===== config.mk =====
export PLATFORM = sky130hd
export DESIGN_NAME = road_rage_game_ctrl_flat
export DESIGN_NICKNAME = d
export VERILOG_FILES = /design/src/rtl/road_rage_game_ctrl_if.sv /design/src/rtl/road_rage_game_ctrl.sv /design/src/flat_wrapper.sv
export SDC_FILE = /design/constraint.sdc
export NUM_CORES = 1
export LEC_CHECK = 0
export BUFFER_PORTS_ARGS = -buffer_cell sky130_fd_sc_hd__buf_2
export CAP_MARGIN = 30
export CORE_AREA = 3 3 69 71
export DETAILED_ROUTE_END_ITERATION = 10
export DIE_AREA = 0 0 72 74
export GPL_ROUTABILITY_DRIVEN = 0
export HOLD_SLACK_MARGIN = 0.06
export PLACE_DENSITY = 0.7
export SYNTH_ARGS = -nofsm -noshare
export SYNTH_HDL_FRONTEND = slang
export SYNTH_SLANG_ARGS = --single-unit

===== constraint.sdc =====
create_clock -name CLOCK_50 -period 1.7 [get_ports CLOCK_50]
set_input_delay 0.425 -clock CLOCK_50 [delete_from_list [all_inputs] [get_ports CLOCK_50]]
set_output_delay 0.425 -clock CLOCK_50 [all_outputs]
set_load 0.03 [all_outputs]

===== src/rtl/road_rage_game_ctrl_if.sv =====
// Signal bundle between the Road Rage game logic and the game-flow controller.
// master: road/button side driving requests; slave: the controller itself.
interface road_rage_game_ctrl_if;
  logic       start_btn;
  logic       pause_btn;
  logic       crash;
  logic       timer_en;
  logic       timer_resetn;
  logic [2:0] state;
  logic [3:0] countdown;
  logic [2:0] lives;
  logic       game_over;

  modport master (
    output start_btn, pause_btn, crash,
    input  timer_en, timer_resetn, state, countdown, lives, game_over
  );

  modport slave (
    input  start_btn, pause_btn, crash,
    output timer_en, timer_resetn, state, countdown, lives, game_over
  );
endinterface


===== src/rtl/road_rage_game_ctrl.sv =====
// Road Rage game-flow controller: idle, countdown, run, pause, crash recovery, game over.
// Drives the elapsed-time display counter's enable and active-low clear and tracks lives.
// Optional feature macro: GAME_CTRL_PAUSE_EN compiles in the PAUSE state and pause_btn handling.
// All outputs are registered; there is no combinational path from inputs to outputs.
module road_rage_game_ctrl #(
  parameter int unsigned TICK_COUNT     = 50000000,
  parameter int unsigned COUNTDOWN_SECS = 3,
  parameter int unsigned LIVES          = 3
) (
  input logic                   CLOCK_50,
  input logic                   reset,
  road_rage_game_ctrl_if.slave  game_io
);

  localparam int unsigned      TickW     = (TICK_COUNT > 1) ? $clog2(TICK_COUNT) : 1;
  localparam logic [TickW-1:0] TickMax   = TickW'(TICK_COUNT - 1);
  localparam logic [3:0]       CdInit    = 4'(COUNTDOWN_SECS);
  localparam logic [2:0]       LivesInit = 3'(LIVES);

  typedef enum logic [2:0] {
    StIdle      = 3'd0,
    StCountdown = 3'd1,
    StRun       = 3'd2,
    StPause     = 3'd3,
    StHit       = 3'd4,
    StOver      = 3'd5
  } state_e;

  state_e           state_q, state_d;
  logic [3:0]       countdown_q, countdown_d;
  logic [2:0]       lives_q, lives_d;
  logic [TickW-1:0] tick_cnt_q, tick_cnt_d;
  logic             timer_en_q, timer_resetn_q, game_over_q;
  logic             tick;

  logic start_in_q, start_prev_q, start_edge;
  logic crash_in_q, crash_prev_q, crash_edge;
`ifdef GAME_CTRL_PAUSE_EN
  logic pause_in_q, pause_prev_q, pause_edge;
`else
  logic unused_pause;
  assign unused_pause = game_io.pause_btn;
`endif

  // Sample each request once, then compare against the previous sample for a rising edge.
  always_ff @(posedge CLOCK_50) begin
    if (reset) begin
      start_in_q   <= 1'b0;
      start_prev_q <= 1'b0;
      crash_in_q   <= 1'b0;
      crash_prev_q <= 1'b0;
`ifdef GAME_CTRL_PAUSE_EN
      pause_in_q   <= 1'b0;
      pause_prev_q <= 1'b0;
`endif
    end else begin
      start_in_q   <= game_io.start_btn;
      start_prev_q <= start_in_q;
      crash_in_q   <= game_io.crash;
      crash_prev_q <= crash_in_q;
`ifdef GAME_CTRL_PAUSE_EN
      pause_in_q   <= game_io.pause_btn;
      pause_prev_q <= pause_in_q;
`endif
    end
  end

  assign start_edge = start_in_q & ~start_prev_q;
  assign crash_edge = crash_in_q & ~crash_prev_q;
`ifdef GAME_CTRL_PAUSE_EN
  assign pause_edge = pause_in_q & ~pause_prev_q;
`endif

  assign tick = (tick_cnt_q == TickMax);

  // Next-state, countdown and lives; the seconds counter restarts on every state change.
  always_comb begin
    state_d     = state_q;
    countdown_d = countdown_q;
    lives_d     = lives_q;
    case (state_q)
      StIdle: begin
        lives_d     = LivesInit;
        countdown_d = 4'd0;
        if (start_edge) begin
          state_d     = StCountdown;
          countdown_d = CdInit;
        end
      end
      StCountdown: begin
        if (tick) begin
          if (countdown_q <= 4'd1) begin
            state_d     = StRun;
            countdown_d = 4'd0;
          end else begin
            countdown_d = countdown_q - 4'd1;
          end
        end
      end
      StRun: begin
        // Crash takes priority over a simultaneous pause.
        if (crash_edge) begin
          if (lives_q > 3'd1) begin
            state_d = StHit;
            lives_d = lives_q - 3'd1;
          end else begin
            state_d = StOver;
            lives_d = 3'd0;
          end
        end
`ifdef GAME_CTRL_PAUSE_EN
        else if (pause_edge) begin
          state_d = StPause;
        end
`endif
      end
`ifdef GAME_CTRL_PAUSE_EN
      StPause: begin
        if (pause_edge) begin
          state_d = StRun;
        end
      end
`endif
      StHit: begin
        if (tick) begin
          state_d = StRun;
        end
      end
      StOver: begin
        if (start_edge) begin
          state_d = StIdle;
          lives_d = LivesInit;
        end
      end
      default: begin
        state_d     = StIdle;
        countdown_d = 4'd0;
        lives_d     = LivesInit;
      end
    endcase

    if ((state_d != state_q) || tick) begin
      tick_cnt_d = '0;
    end else begin
      tick_cnt_d = tick_cnt_q + TickW'(1);
    end
  end

  // FSM registers; Moore outputs are decoded from the next state so they track state_q exactly.
  always_ff @(posedge CLOCK_50) begin
    if (reset) begin
      state_q        <= StIdle;
      countdown_q    <= 4'd0;
      lives_q        <= LivesInit;
      tick_cnt_q     <= '0;
      timer_en_q     <= 1'b0;
      timer_resetn_q <= 1'b0;
      game_over_q    <= 1'b0;
    end else begin
      state_q        <= state_d;
      countdown_q    <= countdown_d;
      lives_q        <= lives_d;
      tick_cnt_q     <= tick_cnt_d;
      timer_en_q     <= (state_d == StRun);
      timer_resetn_q <= (state_d != StIdle);
      game_over_q    <= (state_d == StOver);
    end
  end

  assign game_io.state        = state_q;
  assign game_io.countdown    = countdown_q;
  assign game_io.lives        = lives_q;
  assign game_io.timer_en     = timer_en_q;
  assign game_io.timer_resetn = timer_resetn_q;
  assign game_io.game_over    = game_over_q;

endmodule


===== src/flat_wrapper.sv =====
// flat-port wrapper written by rule: the top's interface ports become plain ports
module road_rage_game_ctrl_flat 
#(
  parameter int unsigned TICK_COUNT     = 50000000,
  parameter int unsigned COUNTDOWN_SECS = 3,
  parameter int unsigned LIVES          = 3
)
  (CLOCK_50, reset, game_io_start_btn, game_io_pause_btn, game_io_crash, game_io_timer_en, game_io_timer_resetn, game_io_state, game_io_countdown, game_io_lives, game_io_game_over);
  road_rage_game_ctrl_if game_io_i ();
  input logic CLOCK_50;
  input logic reset;
  input wire logic [$bits(game_io_i.start_btn)-1:0] game_io_start_btn;
  input wire logic [$bits(game_io_i.pause_btn)-1:0] game_io_pause_btn;
  input wire logic [$bits(game_io_i.crash)-1:0] game_io_crash;
  output wire logic [$bits(game_io_i.timer_en)-1:0] game_io_timer_en;
  output wire logic [$bits(game_io_i.timer_resetn)-1:0] game_io_timer_resetn;
  output wire logic [$bits(game_io_i.state)-1:0] game_io_state;
  output wire logic [$bits(game_io_i.countdown)-1:0] game_io_countdown;
  output wire logic [$bits(game_io_i.lives)-1:0] game_io_lives;
  output wire logic [$bits(game_io_i.game_over)-1:0] game_io_game_over;
  assign game_io_i.start_btn = game_io_start_btn;
  assign game_io_i.pause_btn = game_io_pause_btn;
  assign game_io_i.crash = game_io_crash;
  assign game_io_timer_en = game_io_i.timer_en;
  assign game_io_timer_resetn = game_io_i.timer_resetn;
  assign game_io_state = game_io_i.state;
  assign game_io_countdown = game_io_i.countdown;
  assign game_io_lives = game_io_i.lives;
  assign game_io_game_over = game_io_i.game_over;
  road_rage_game_ctrl #(.TICK_COUNT(TICK_COUNT), .COUNTDOWN_SECS(COUNTDOWN_SECS), .LIVES(LIVES)) u_core (.CLOCK_50(CLOCK_50), .reset(reset), .game_io(game_io_i));
endmodule

Word-level counts from Yosys, hierarchy flattened
Cells that the tools add are included.
{"block": "classes", "add_sub_neg": 3, "order_cmp": 2, "eq_ne": 11, "mux": 16, "bitwise": 6, "reduce_logical": 8}
{"operator": "$mux W3", "n": 9}
{"operator": "$add A26 B1 Y26 const B", "n": 1}
{"operator": "$eq A26 B26 Y1 const B", "n": 1}
{"operator": "$pmux W3 S5", "n": 1}
{"operator": "$pmux W4 S3", "n": 1}
{"operator": "$eq A3 B3 Y1 const B", "n": 3}
{"operator": "$pmux W3 S3", "n": 1}
{"operator": "$mux W4", "n": 2}
{"operator": "$eq A3 B2 Y1 const B", "n": 2}
{"operator": "$ne A2 B1 Y1 const B", "n": 3}
{"operator": "$le A4 B1 Y1 const B", "n": 1}
{"operator": "$not A1 Y1", "n": 4}
{"operator": "$reduce_or A2 Y1", "n": 2}
{"operator": "$sub A4 B1 Y4 const B", "n": 1}
{"operator": "$eq A3 B1 Y1 const B", "n": 1}
{"operator": "$gt A3 B1 Y1 const B", "n": 1}
{"operator": "$logic_not A3 Y1", "n": 1}
{"operator": "$ne A3 B3 Y1", "n": 1}
{"operator": "$reduce_and A3 Y1", "n": 1}
{"operator": "$reduce_bool A3 Y1", "n": 1}
{"operator": "$reduce_or A3 Y1", "n": 1}
{"operator": "$sub A3 B1 Y3 const B", "n": 1}
{"operator": "$and A1 B1 Y1", "n": 2}
{"operator": "$mux W2", "n": 1}
{"operator": "3 further kinds", "n": 3}
{"block": "word_totals", "reg_bits": 43, "input_bits": 5, "output_inout_bits": 13, "wordCells": 57}

Logic depth before layout (Yosys ltp)
{"block": "logic_depth", "ltp_word": 7, "depth_mapped": 9, "depth_no_buf": 7}

Worst setup path before layout
Ideal clock, no wire load.
{"block": "synth_path", "path_kind": "register to register", "from": "register u_core.lives_q[1], in the netlist u_core.game_io.lives[1]", "to": "register u_core.tick_cnt_q[21]", "setup_ps": 64, "arrival_ps": 1915, "required_time_ps": 1636, "setup_slack_ps": -279, "path_stages_with_launch": 9, "path_buffers": 1, "synth_period_minus_slack_ps": 1979, "cell_sequence": "dfxtp_1 > inv_1 > ha_1 > o21ba_2 > nor2_1 > a211oi_1 > o2111ai_4 > buf_6 > nor2_1"}
{"block": "synth_via", "elab_chain_cells": 7}
{"element": "from (decl)", "line_no": "road_rage_game_ctrl.sv:31", "text": "logic [2:0] lives_q, lives_d;"}
{"element": "from (signal assigned)", "line_no": "road_rage_game_ctrl.sv:154", "text": "lives_q <= LivesInit;"}
{"element": "from (signal assigned)", "line_no": "road_rage_game_ctrl.sv:162", "text": "lives_q <= lives_d;"}
{"element": "$gt A3 B1 Y1", "line_no": "road_rage_game_ctrl.sv:103", "text": "if (lives_q > 3'd1) begin"}
{"element": "$mux W1", "line_no": "road_rage_game_ctrl.sv:103"}
{"element": "$mux W3", "line_no": "road_rage_game_ctrl.sv:102", "text": "if (crash_edge) begin"}
{"element": "$pmux W3 S5", "line_no": "road_rage_game_ctrl.sv:81", "text": "case (state_q)"}
{"element": "$ne A3 B3 Y1", "line_no": "road_rage_game_ctrl.sv:142", "text": "if ((state_d != state_q) || tick) begin"}
{"element": "$logic_or A1 B1 Y1", "line_no": "road_rage_game_ctrl.sv:142"}
{"element": "$reduce_or A2 Y1 (no line)"}
{"element": "to (signal assigned)", "line_no": "road_rage_game_ctrl.sv:163", "text": "tick_cnt_q <= tick_cnt_d;"}
{"element": "to (decl)", "line_no": "road_rage_game_ctrl.sv:32", "text": "logic [TickW-1:0] tick_cnt_q, tick_cnt_d;"}
Every way passes these cells.
A chain may end at the register's enable or synchronous reset.

Worst setup path after layout
{"block": "layout_path", "from": "register u_core.tick_cnt_q[16]", "to": "register u_core.tick_cnt_q[8]"}
{"block": "layout_via", "elab_chain_cells": 6, "word_cells_on_any_way": 7, "classes_between": "eq/ne (2); mux (3); reduce/logical (2)"}
{"element": "$eq A26 B26 Y1 *", "line_no": "road_rage_game_ctrl.sv:74", "text": "assign tick = (tick_cnt_q == TickMax);"}
{"element": "$mux W3 (on tied branches)", "line_no": "road_rage_game_ctrl.sv:125, road_rage_game_ctrl.sv:91"}
{"element": "$pmux W3 S5", "line_no": "road_rage_game_ctrl.sv:81"}
{"element": "$ne A3 B3 Y1", "line_no": "road_rage_game_ctrl.sv:142"}
{"element": "$logic_or A1 B1 Y1 *", "line_no": "road_rage_game_ctrl.sv:142"}
{"element": "$reduce_or A2 Y1 (no line) *"}
Mark *: on every way between the ends. The rest lies on a longest branch, timed or not.

==> impl_metrics.yaml <==
synthesis:
  syn_avg_cell_area_um2: 8.98
  combinational_family_with_the_most_area_after_synthesis: "simple AND/OR/NAND/NOR gates"
  synth-seq-cells: 43
  postSynthCellCount: 234
  yosys_most_used_dff: "sky130_fd_sc_hd__dfxtp_1"
  yosys.area_share.xor_xnor_pct: 10.0
  yosys.area.top_type: "sky130_fd_sc_hd__dfxtp_1"
  synth_mux_area_share_pct: 0
  yosys.area_share.simple_pct: 27.7
  synth_enable_flop_cells: 0
  netlist_top_cells_area: "sky130_fd_sc_hd__dfxtp_1 41%, sky130_fd_sc_hd__nor2_1 7.0%, sky130_fd_sc_hd__xnor2_1 5.4%, sky130_fd_sc_hd__xor2_1 4.6%, sky130_fd_sc_hd__nand3_1 3.6%"
  syn-cell-area_um2: 2100
  synth_top_cell_area_share_pct: 41.0
  ys_seq_area_share_pct: 41.0
  synth_fa_ha_area_share_pct: 2.98
  synth-compound-area-share_pct: 13.6
  synth_cell_type_count: 51
  synth.yosys.warnings: 0
  synth_async_reset_ratio_pct: 0
  synth_nets: 244
setup_path:
  timing.setup.critical_path_class: "reg -> reg"
  crit-reg2reg-capture: "u_core.tick_cnt_q[8]"
  crit_start: "u_core.tick_cnt_q[16]"
  timing.critical_path.fanout_max: 6
  worst-endpoint-required_ps: 1870
  timing.critical_path.from_type: "register"
  r2r_slack_ps: -0.7
  end_kind: "register"
  r2r_start: "u_core.tick_cnt_q[16]"
  worst_r2r_path_depth: 7
  crit_arrival_ps: 1870
  setup.worst_path.end: "u_core.tick_cnt_q[8]"
pwr:
  power_frac_comb_pct: 19.4
  power.internal_uw: 1510
  switching_share_pct: 27.6
  seqPwrFrac_pct: 50.4
  p_leak_uw: 0.00115
  p_switching_uw: 574
  power_density_nw_per_um2: 694
  power_frac_clock_pct: 30.2
  ir_drop_mv: 0.569
final_layout:
  final-seq-area_um2: 877
  nets: 311
  finalCoreUtilization_pct: 69.8
  antenna_cells: 0
  number_of_fillers_in_the_final_layout: 305
  multiInputGateArea_um2: 1440
  layout-area-overhead-vs-synth_pct: 42.6
  post_route_cells_drive_above_1_share_pct: 42.4
grt:
  grt_pass1_wl_mm: 7.93
  grt-ovfl-total: 0
  vias_in_the_first_global_route: 1807
  grt_max_degree: 14
  antenna_found_initial: 0
  grtUsageTotal_pct: 18.7
routing:
  top_layer_used: "met4"
  met3RoutedLength_um: 228
  met1Wirelength_mm: 2.26
  dr.first_iter.drc_count: 117
  detail_route.vias_per_cell: 5.41
  detailed_routed_wire_length_on_met2_mm: 2.72
  finalWirelength_mm: 5.24
  route.antenna.remaining_nets: 0
  num_vias: 1914
  average_wire_length_per_cell_after_detail_routing_um: 14.8
  drtPass1Iterations: 4
  drc: 0
timing:
  tightestPinTransition_ps: 527
  worst_slack_ps: -0.683
  layout_min_cycle_time_ps: 1700
  max_clock_freq_mhz: 588
  finalMaxSlewViolations: 0
  grt_setup_unrepaired: "true"
  period_share_pct: 100
  setup_violations: 1
  hold_viol: 0
  clock_skew_after_layout_ps: 9.29
  timing.max_slew.rel_slack_pct: 64.6
  setup_tns_after_final_layout_ps: -0.683
cts:
  cts.reportedPaths.clkPinSlew_ps: 90
  clkLatencyLatePin_ps: 290
  postCtsHoldBufs: 0
  cts-root-to-sink-buffers: 2
  clockRootBuffer: "sky130_fd_sc_hd__clkbuf_8"
  cts-buffers-inserted: 5
  htree_num_levels: 2
  clock-sinks: 43
  cts_tree: "done"
job:
  maxCapViolCount: 0
run_status:
  run_status: "complete, but fails checks"
  failing_checks: "negative setup slack"
floorplan:
  placementRows: 24
  core_um2: 4290
  total_die_area_um2: 5330
  die_width_um: 72
  design.portCount: 18
  floorplan.initialDensity_pct: 49.0
  fp.dieH_um: 74
placement:
  hpwl_mm: 3.04
  io_buffers: 16
min_path:
  hold_path.class: "in -> reg"
layout make-up:
class / count / share of cell area, %
multi-input combinational: 174 / 48.0
sequential: 43 / 29.3
timing repair buffer: 66 / 16.4
clock buffer: 6 / 2.42
tap: 52 / 2.17
inverter: 11 / 1.38
clock inverter: 2 / 0.376
per-layer routing:
metal / vias up / track usage [%]
li1: 960 / -
met3: 2 / 4.05
met2: 36 / 32.8
met1: 916 / 23.3
met4: 0 / 5.43
met5: - / 0
state kept, by name, summed over array words and instances, names as in the netlist:
name,cells
u_core.crash_prev_q,1
u_core.game_io.game_over,1
u_core.game_io.countdown,4
u_core.game_io.state,3
u_core.crash_in_q,1
u_core.start_prev_q,1
u_core.game_io.timer_en,1
u_core.start_in_q,1
u_core.tick_cnt_q,26
u_core.game_io.timer_resetn,1
u_core.game_io.lives,3
cells in the mapped netlist (all sizes together) (4+ instances only):
cell type,n
dfxtp,43
nor2,40
ha,5
xnor2,13
buf,7
inv,11
nand2,7
a211oi,5
nor4,6
xor2,11
and3,6
a21oi,8
nor3,4
o21ai,6
nand4,6
nand3,15
nor2b,5
worst min-delay path by stage:
stage                               from                   end  slack (ps)  cells after the start
finish                 game_io_start_btn     u_core.start_in_q         350                      2
global route           game_io_start_btn     u_core.start_in_q         350                      2
CTS                    game_io_start_btn     u_core.start_in_q         340                      2
detailed placement     u_core.start_in_q   u_core.start_prev_q         440                      1
global placement       u_core.start_in_q   u_core.start_prev_q         450                      1
floorplan           u_core.tick_cnt_q[0]  u_core.tick_cnt_q[0]         410                      1
power groups by stage:
stage | Combinational (µW) | Clock, µW | Sequential, µW
2_1_floorplan | 168 | 0 | 1100
3_3_place_gp | 291 | 0 | 1070
3_5_place_dp | 293 | 0 | 1070
4_1_cts | 368 | 650 | 1050
5_1_grt | 442 | 683 | 1050
6_report | 404 | 629 | 1050
cells in the final DEF (no fill, tap or decap), drive strengths merged, types with 7 or more instances in the layout:
cell type,netlist,layout
buf,7,66
nor2,40,40
a21oi,8,8
xnor2,13,13
xor2,11,11
nand3,15,15
dfxtp,43,43
nand2,7,7
inv,11,12
worst max-delay path, stage by stage (launching register included):
cell and delay [ps]:
sky130_fd_sc_hd__dfxtp_4 360, sky130_fd_sc_hd__nor4b_4 250, sky130_fd_sc_hd__nand4_1 170, sky130_fd_sc_hd__or2_4 340
sky130_fd_sc_hd__buf_12 140, sky130_fd_sc_hd__o2111ai_4 110, sky130_fd_sc_hd__buf_6 180, sky130_fd_sc_hd__nor2_4 30
stage by stage:
step	setup WS, ps	area [µm²]	total power, µW	instances	hold WS, ps
floorplan	-103	2130	1270	234	414
global placement	-113	2510	1360	334	447
detailed placement	-171	2510	1360	334	444
CTS	2.77	2770	2060	350	342
global route	-78.9	3000	2180	354	354
finish	-0.683	3000	2080	354	350
kinds of logic (layout without fill, tap and decap cells):
| logic type | Yosys count | after routing |
|---|---|---|
| AO/OA/AOI/OAI | 37 | 39 |
| XOR/XNOR | 24 | 24 |
| adder cells (fa/ha/maj) | 5 | 5 |
| buffers and inverters | 19 | 85 |
| flip-flops | 43 | 43 |
| AND/OR/NAND/NOR | 106 | 106 |
repair_timing:
action,4_1_cts,5_1_grt
setup buffers,6,4
pin swaps,5,31
resized for setup,20,39
setup endpoints to repair,31,36
endpoints found under the hold margin,0,0
gates cloned,2,0
Power figures use the tool's default switching activity.
